### config.mk
export PLATFORM = sky130hd
export DESIGN_NAME = result_tx_framer
export DESIGN_NICKNAME = d
export VERILOG_FILES = /design/src/rtl/result_tx_framer.sv
export SDC_FILE = /design/constraint.sdc
export NUM_CORES = 1
export LEC_CHECK = 0
export CELL_PAD_IN_SITES_DETAIL_PLACEMENT = 1
export CELL_PAD_IN_SITES_GLOBAL_PLACEMENT = 2
export CORE_MARGIN = 4
export CORE_UTILIZATION = 50
export DETAILED_ROUTE_END_ITERATION = 8
export PLACE_DENSITY_LB_ADDON = 0.1
export SYNTH_ARGS = -nofsm -noshare
export SYNTH_HDL_FRONTEND = slang
export SYNTH_SLANG_ARGS = --single-unit
### constraint.sdc
create_clock -name clk -period 2.81 [get_ports clk]
set_input_delay 0.562 -clock clk [delete_from_list [all_inputs] [get_ports clk]]
set_output_delay 0.562 -clock clk [all_outputs]
set_load 0.02 [all_outputs]
### src/rtl/result_tx_framer.sv
// result_tx_framer: buffers one frame of (ch0, ch1) result pairs from the last
// pipeline stage, then streams it to the host as bytes over valid/ready.
// Frame: HEADER, DEPTH[7:0], ch0/ch1 interleaved per pair, optional checksum.
// Optional feature macro: TX_CHECKSUM_EN (appends a negated mod-256 data sum).
module result_tx_framer #(
    parameter int                DEPTH  = 36,
    parameter int                DATA_W = 8,
    parameter logic [DATA_W-1:0] HEADER = 'hA5
) (
    input  logic              clk,
    input  logic              reset,
    input  logic              in_valid,
    input  logic [DATA_W-1:0] in_data_0,
    input  logic [DATA_W-1:0] in_data_1,
    input  logic              tx_ready,
    output logic [DATA_W-1:0] tx_data,
    output logic              tx_valid,
    output logic              busy,
    output logic              overflow,
    output logic              frame_done
);

    // Pointer width covers DEPTH entries; a 1-entry frame still needs 1 bit.
    localparam int                AW         = (DEPTH > 1) ? $clog2(DEPTH) : 1;
    localparam logic [AW-1:0]     LAST_IDX   = AW'(DEPTH - 1);
    localparam logic [DATA_W-1:0] COUNT_BYTE = DATA_W'(DEPTH % 256);

`ifdef TX_CHECKSUM_EN
    typedef enum logic [2:0] {
        ST_FILL,
        ST_HEADER,
        ST_COUNT,
        ST_DATA,
        ST_CSUM
    } state_t;
`else
    typedef enum logic [1:0] {
        ST_FILL,
        ST_HEADER,
        ST_COUNT,
        ST_DATA
    } state_t;
`endif

    state_t            state_q;
    state_t            state_d;
    logic [AW-1:0]     wr_ptr;
    logic [AW-1:0]     rd_ptr;
    logic              lane;        // 0: ch0 byte next, 1: ch1 byte next
    logic              capture;     // pair is accepted into the buffer
    logic              xfer;        // a byte moves to the host this edge
    logic              last_xfer;   // the byte moving now ends the frame
    logic              frame_done_q;
    logic              overflow_q;
    logic [DATA_W-1:0] mem0 [DEPTH];
    logic [DATA_W-1:0] mem1 [DEPTH];
`ifdef TX_CHECKSUM_EN
    logic [DATA_W-1:0] acc;
`endif

    assign capture    = (state_q == ST_FILL) && in_valid;
    assign overflow   = overflow_q;
    assign frame_done = frame_done_q;

    // State register; reset aborts any frame in flight and returns to FILL.
    always_ff @(posedge clk) begin
        if (reset) begin
            state_q <= ST_FILL;
        end else begin
            state_q <= state_d;
        end
    end

    // Next-state decode and byte presentation; outputs depend only on the
    // registered state and pointers, so they hold steady through a stall.
    always_comb begin
        // NOTE: every output gets a default before the case so no path leaves a
        // variable unassigned, which would otherwise infer a latch.
        state_d   = state_q;
        tx_valid  = 1'b0;
        tx_data   = '0;
        busy      = 1'b0;
        last_xfer = 1'b0;
        case (state_q)
            ST_FILL: begin
                if (capture && (wr_ptr == LAST_IDX)) begin
                    state_d = ST_HEADER;
                end
            end
            ST_HEADER: begin
                tx_valid = 1'b1;
                busy     = 1'b1;
                tx_data  = HEADER;
                if (tx_ready) begin
                    state_d = ST_COUNT;
                end
            end
            ST_COUNT: begin
                tx_valid = 1'b1;
                busy     = 1'b1;
                tx_data  = COUNT_BYTE;
                if (tx_ready) begin
                    state_d = ST_DATA;
                end
            end
            ST_DATA: begin
                tx_valid = 1'b1;
                busy     = 1'b1;
                tx_data  = lane ? mem1[rd_ptr] : mem0[rd_ptr];
                if (tx_ready && lane && (rd_ptr == LAST_IDX)) begin
`ifdef TX_CHECKSUM_EN
                    state_d = ST_CSUM;
`else
                    state_d   = ST_FILL;
                    last_xfer = 1'b1;
`endif
                end
            end
`ifdef TX_CHECKSUM_EN
            ST_CSUM: begin
                tx_valid = 1'b1;
                busy     = 1'b1;
                tx_data  = -acc;
                if (tx_ready) begin
                    state_d   = ST_FILL;
                    last_xfer = 1'b1;
                end
            end
`endif
            default: begin
                state_d = ST_FILL;
            end
        endcase
    end

    assign xfer = tx_valid && tx_ready;

    // Write/read pointers and lane select; both pointers are back at 0 when
    // the frame ends, so the next fill and transmit start from entry 0.
    always_ff @(posedge clk) begin
        // NOTE: sequential state uses non-blocking assignments so every register
        // samples the pre-edge values regardless of statement order.
        if (reset) begin
            wr_ptr <= '0;
            rd_ptr <= '0;
            lane   <= 1'b0;
        end else begin
            if (capture) begin
                wr_ptr <= (wr_ptr == LAST_IDX) ? '0 : wr_ptr + 1'b1;
            end
            if ((state_q == ST_DATA) && xfer) begin
                lane <= ~lane;
                if (lane) begin
                    rd_ptr <= (rd_ptr == LAST_IDX) ? '0 : rd_ptr + 1'b1;
                end
            end
        end
    end

    // Frame buffer write port for both channels.
    always_ff @(posedge clk) begin
        // NOTE: the buffer has no reset; every entry is written during FILL
        // before it is read, so clearing it would only cost logic.
        if (capture) begin
            mem0[wr_ptr] <= in_data_0;
            mem1[wr_ptr] <= in_data_1;
        end
    end

    // Status flags: sticky overflow for pairs arriving outside FILL, and a
    // one-cycle done pulse following the final byte of a frame.
    always_ff @(posedge clk) begin
        if (reset) begin
            overflow_q   <= 1'b0;
            frame_done_q <= 1'b0;
        end else begin
            if (in_valid && (state_q != ST_FILL)) begin
                overflow_q <= 1'b1;
            end
            frame_done_q <= last_xfer;
        end
    end

`ifdef TX_CHECKSUM_EN
    // Running mod-2^DATA_W sum of data bytes; cleared on entry to HEADER.
    always_ff @(posedge clk) begin
        if (reset) begin
            acc <= '0;
        end else if ((state_q == ST_FILL) && (state_d == ST_HEADER)) begin
            acc <= '0;
        end else if ((state_q == ST_DATA) && xfer) begin
            acc <= acc + tx_data;
        end
    end
`endif

endmodule

## Word level (Yosys, flattened, before mapping)

Memories as Yosys holds them, arrays and structs flattened. A register that Yosys moved wholly into a read port is not among the register bits.
Cells that the tools add are included.
W data, S select, Z words.

- Add/subtract/negate cells: 2
- Eq/ne operators: 9
- Mux-type cells: 17
- Bitwise gates (word level): 2
- Reduce and logical (&&, ||, !) cells: 13

Operators by type and width:

| cell | count |
|---|---|
| $mux W6 | 6 |
| $pmux W8 S3 | 1 |
| $add A6 B1 Y6 const B | 2 |
| $eq A6 B6 Y1 const B | 2 |
| $mux W2 | 4 |
| $mux W8 | 1 |
| $pmux W2 S4 | 1 |
| $logic_and A1 B1 Y1 | 7 |
| $ne A2 B2 Y1 const B | 3 |
| $eq A2 B2 Y1 const B | 2 |
| $mux W1 | 4 |
| $reduce_and A4 Y1 | 1 |
| $reduce_or A3 Y1 | 1 |
| $eq A2 B1 Y1 const B | 1 |
| $logic_not A2 Y1 | 1 |
| $ne A2 B1 Y1 const B | 1 |
| $not A1 Y1 | 2 |
| $reduce_and A2 Y1 | 1 |
| $reduce_bool A2 Y1 | 1 |
| $reduce_or A2 Y1 | 1 |

- Flip-flop bits (word level): 17
- Memory bits (writable): 576
- Input port bits: 20
- Output and inout bits: 12
- Logic and storage cells: 51
- Memories: 2

Memories:

| memory | words | width | rd ports | clocked after Yosys merged registers in | wr ports | RTL line | RTL |
|---|---|---|---|---|---|---|---|
| mem0 | 36 | 8 | 1 | 1 | 1 | 55 | `logic [DATA_W-1:0] mem0 [DEPTH];` |
| mem1 | 36 | 8 | 1 | 1 | 1 | 56 | `logic [DATA_W-1:0] mem1 [DEPTH];` |

## Logic depth before layout (Yosys ltp)

- Depth after elaboration: 8
- Mapped depth: 11
- Mapped depth without buffers: 8

## Worst setup path before layout

Ideal clock, no wire load.

- Path kind: register -> output
- Start point: register with a tool-made name
- End point: output tx_data[6]
- Arrival time: 2.488 ns
- Slack: -0.240 ns
- Stages on the path, launching flop included: 9
- Buffers on the path: 3
- Cells stage by stage: dfxtp_1 > buf_6 > buf_12 > buf_12 > mux4_1 > mux2i_1 > a211oi_1 > o21ai_0 > a2111oi_0

RTL lines:

| what | RTL line | RTL |
|---|---|---|
| end: declaration | 16 | `output logic [DATA_W-1:0] tx_data,` |

==> flow_summary.toml <==
[power_and_ir_drop]
intPower_mw = 14.9
switching_share = 0.214
pwr-share-comb = 0.056
p_leak_nw = 9.11
p_clk_frac = 0.416
pwr-share-seq = 0.528
power.total_mw = 19.0
power_switching_mw = 4.05
irDropWorstVdd_mv = 0.547
powerDensity_nw_per_um2 = 663

[routing]
finalWirelength_um = 62600
wire_per_inst_um = 31.2
ant_nets = 0
drt_iter0_markers = 1335
dr.pass1.iters = 5
drc_errors = 0
vias_per_cell = 6.09
num_vias = 12200

[sta]
skew_ns = 0.0296
worst_slack_ns = -0.808
finalHoldViolCount = 0
timing.final.max_slew_violations = 0
tightest_slew_ns = 0.585
tns_ns = -6.14
period_minus_slack_ns = 3.62
fmax_ghz = 0.276
setup_viol_count_final = 8
whs_ns = 0.467
rsz0062_at_grt = "yes"
fin_crit_sh = 1.29
slew_headroom = 0.610

[worst_setup_path]
slowest_stage = "mux4_2"
path_cells = "buf_12, buf_4, buf_12, buf_12, mux4_2, mux2i_4, mux4_2, nand2_2, and3_4, buf_6"
cp_num_buf_inv = 5
crit_fanout = 7
cp_common_cell = "buf_12"
cp-start-kind = "flip-flop"
cp-end-kind = "primary output"
worstPathArrival_ns = 3.06
cp_top_family = "multiplexers"
critPathKind = "flip-flop to primary output"
cp.required_ns = 2.25
critPathMaxStageDelay_ns = 0.54
r2r_slack_ns = 0.39

[clock_network]
insertion_delay_ns = 0.64
clkSlewWorstSetupHoldPaths_ns = 0.06
htree_levels = 2
cts-root-buf = "clkbuf_16"
clock_path_buffers = 3
cts_tree = "built"
cts_hold_buf = 0
cts.sinks = 599
numCtsBuffers = 60

[finish]
areaGrowthSynthToFinish_pct = 22.3
antenna_cells = 0
seq_area_um2 = 17800
fin_cells = 2005
layout.nets = 1381
drive_gt1_frac = 0.371
multi_input_area_um2 = 5520
fillers = 3766

[yosys]
synth_edf_count = 576
synth.mux.area_fraction = 0.166
synth.avg_cell_area_um2 = 21.1
syn-num-nets = 1133
synthSimpleGateAreaFrac = 0.0289
postSynthCellCount = 1106
ys_ff_latch = 599
ys.warnings.count = 0
synth.cell_area_um2 = 23400
synth_top_family_by_area = "multiplexers"
synth_fa_ha_area_frac = 0.00375
yosysSeqAreaShare = 0.759
yosys.area_share.xor_xnor = 0.00300
synth_compound_area_frac = 0.0219
synth-main-ff-cell = "edfxtp_1"
async_flop_share = 0
ys_types = 50

[run]
cap_violations = 0

[floorplanning]
num_rows = 78
die_h_um = 224
start_util = 0.511
die_w_um = 224
core_um2 = 45800
top_level_ports = 32
dieArea_um2 = 50300

[global_route]
antenna_found_initial = 0
grt_pass1_wl_um = 91500
grt_overflow = 0
grt_use_total = 0.255
grt_pass1_vias = 13000
grt_max_degree = 37

[place]
place.gp.congestion = 0.790
hpwl_um = 38900
dpl.cell_count = 1873
port_buffers = 31

[run_status]
violations = "setup timing"
status = "complete, but fails checks"

[worst_hold_path]
hold_path.class = "flip-flop to flip-flop"
metal layers:
layer / vias to the layer above / wire length (um) / part of all wire / track usage
met3: 96 / 4730 / 0.076 / 0.0441
met4: 0 / 1820 / 0.029 / 0.0747
met1: 6538 / 25900 / 0.41 / 0.373
met5: - / 0 / 0 / 0
met2: 455 / 30100 / 0.48 / 0.405
li1: 5115 / - / - / -
power by group through the flow:
stage,registers (mW),clock network (mW),logic [mW]
after floorplan,10.2,0,0.423
after global placement,10.2,0,0.999
after detailed placement,10.2,0,1.03
after CTS,10.0,8.04,1.05
after global routing,10.0,8.45,1.14
final,10.0,7.88,1.07
sequential cells by signal, summed over array words and instances, names as in the netlist, named ones only:
register,flops
rd_ptr,6
overflow,1
mem0,288
wr_ptr,6
lane,1
frame_done,1
state_q,2
mem1,288
final cells by class:
| type | instances | area share |
|---|---|---|
| clock buffers | 73 | 0.0542 |
| clock inverters | 40 | 0.0136 |
| inverters | 8 | 0.00105 |
| multi-input cells | 440 | 0.193 |
| flip-flops and latches | 599 | 0.621 |
| well taps | 600 | 0.0263 |
| repair buffers | 245 | 0.0905 |
synthesized netlist by cell type, types with 7 or more instances:
| master | instances | share of area |
|---|---|---|
| mux2i_1 | 43 | 0.018 |
| buf_2 | 15 | 0.0032 |
| nand2_1 | 34 | 0.0055 |
| mux4_2 | 134 | 0.13 |
| edfxtp_1 | 576 | 0.74 |
| nand3_1 | 13 | 0.0028 |
| o21ai_0 | 20 | 0.0043 |
| mux4_1 | 14 | 0.016 |
| ha_1 | 7 | 0.0037 |
| buf_4 | 17 | 0.0055 |
| nor2_1 | 69 | 0.011 |
| inv_1 | 8 | 0.0013 |
| a21oi_1 | 10 | 0.0021 |
| nor2b_1 | 7 | 0.0019 |
| clkbuf_1 | 14 | 0.0022 |
| dfxtp_1 | 23 | 0.020 |
tightest hold or removal path: stages (launching register included):
cell and delay (ns):
dfxtp_1 0.33, a21oi_1 0.04, nor2_1 0.07
logic make-up after synthesis:
logic type / after synthesis
AND/OR/NAND/NOR: 151
XOR/XNOR: 8
flip-flops: 599
buffers and inverters: 67
AO/OA/AOI/OAI: 78
adder cells (fa/ha/maj): 7
multiplexers: 196
placed cells by master, fill, tap and decap left out, types with 8 or more instances in the layout:
| cell type | count |
|---|---|
| edfxtp_1 | 576 |
| buf_4 | 161 |
| mux4_2 | 137 |
| clkbuf_16 | 60 |
| buf_12 | 44 |
| nor2_1 | 37 |
| mux2i_1 | 35 |
| nand2_1 | 33 |
| nor2_2 | 31 |
| clkdlybuf4s50_1 | 21 |
| dfxtp_1 | 19 |
| clkinv_1 | 19 |
| clkbuf_1 | 13 |
| mux4_1 | 11 |
| nand3_1 | 10 |
| o21ai_0 | 10 |
| clkinv_2 | 10 |
| buf_6 | 10 |
| o21ai_1 | 9 |
| inv_1 | 8 |
path summary, 6_finish.rpt:
path,from,cells past startpoint,endpoint
worst max register to register,state_q[0],9,mem1[25][1]
worst max-delay path,flip-flop,10,tx_data[5]
worst min-delay path,overflow,2,overflow
worst min register to register,overflow,2,overflow
through the flow:
step,util,area [um2],worst slack [ns]
final,0.625,28600,-0.808
after floorplan,-,23400,0.0158
after CTS,0.623,28500,-0.851
after global placement,0.570,26100,-1.04
after global routing,0.625,28600,-0.884
after detailed placement,0.570,26100,-1.04
what timing repair did:
action                     in CTS  in global routing
hold endpoints to repair        0                  0
buffers inserted               17                  2
pin swaps                       7                  8
resized for setup             113                 15
gates cloned                    4                  0
setup endpoints to repair      10                  8
No activity file was read; power rests on OpenSTA's default activity.
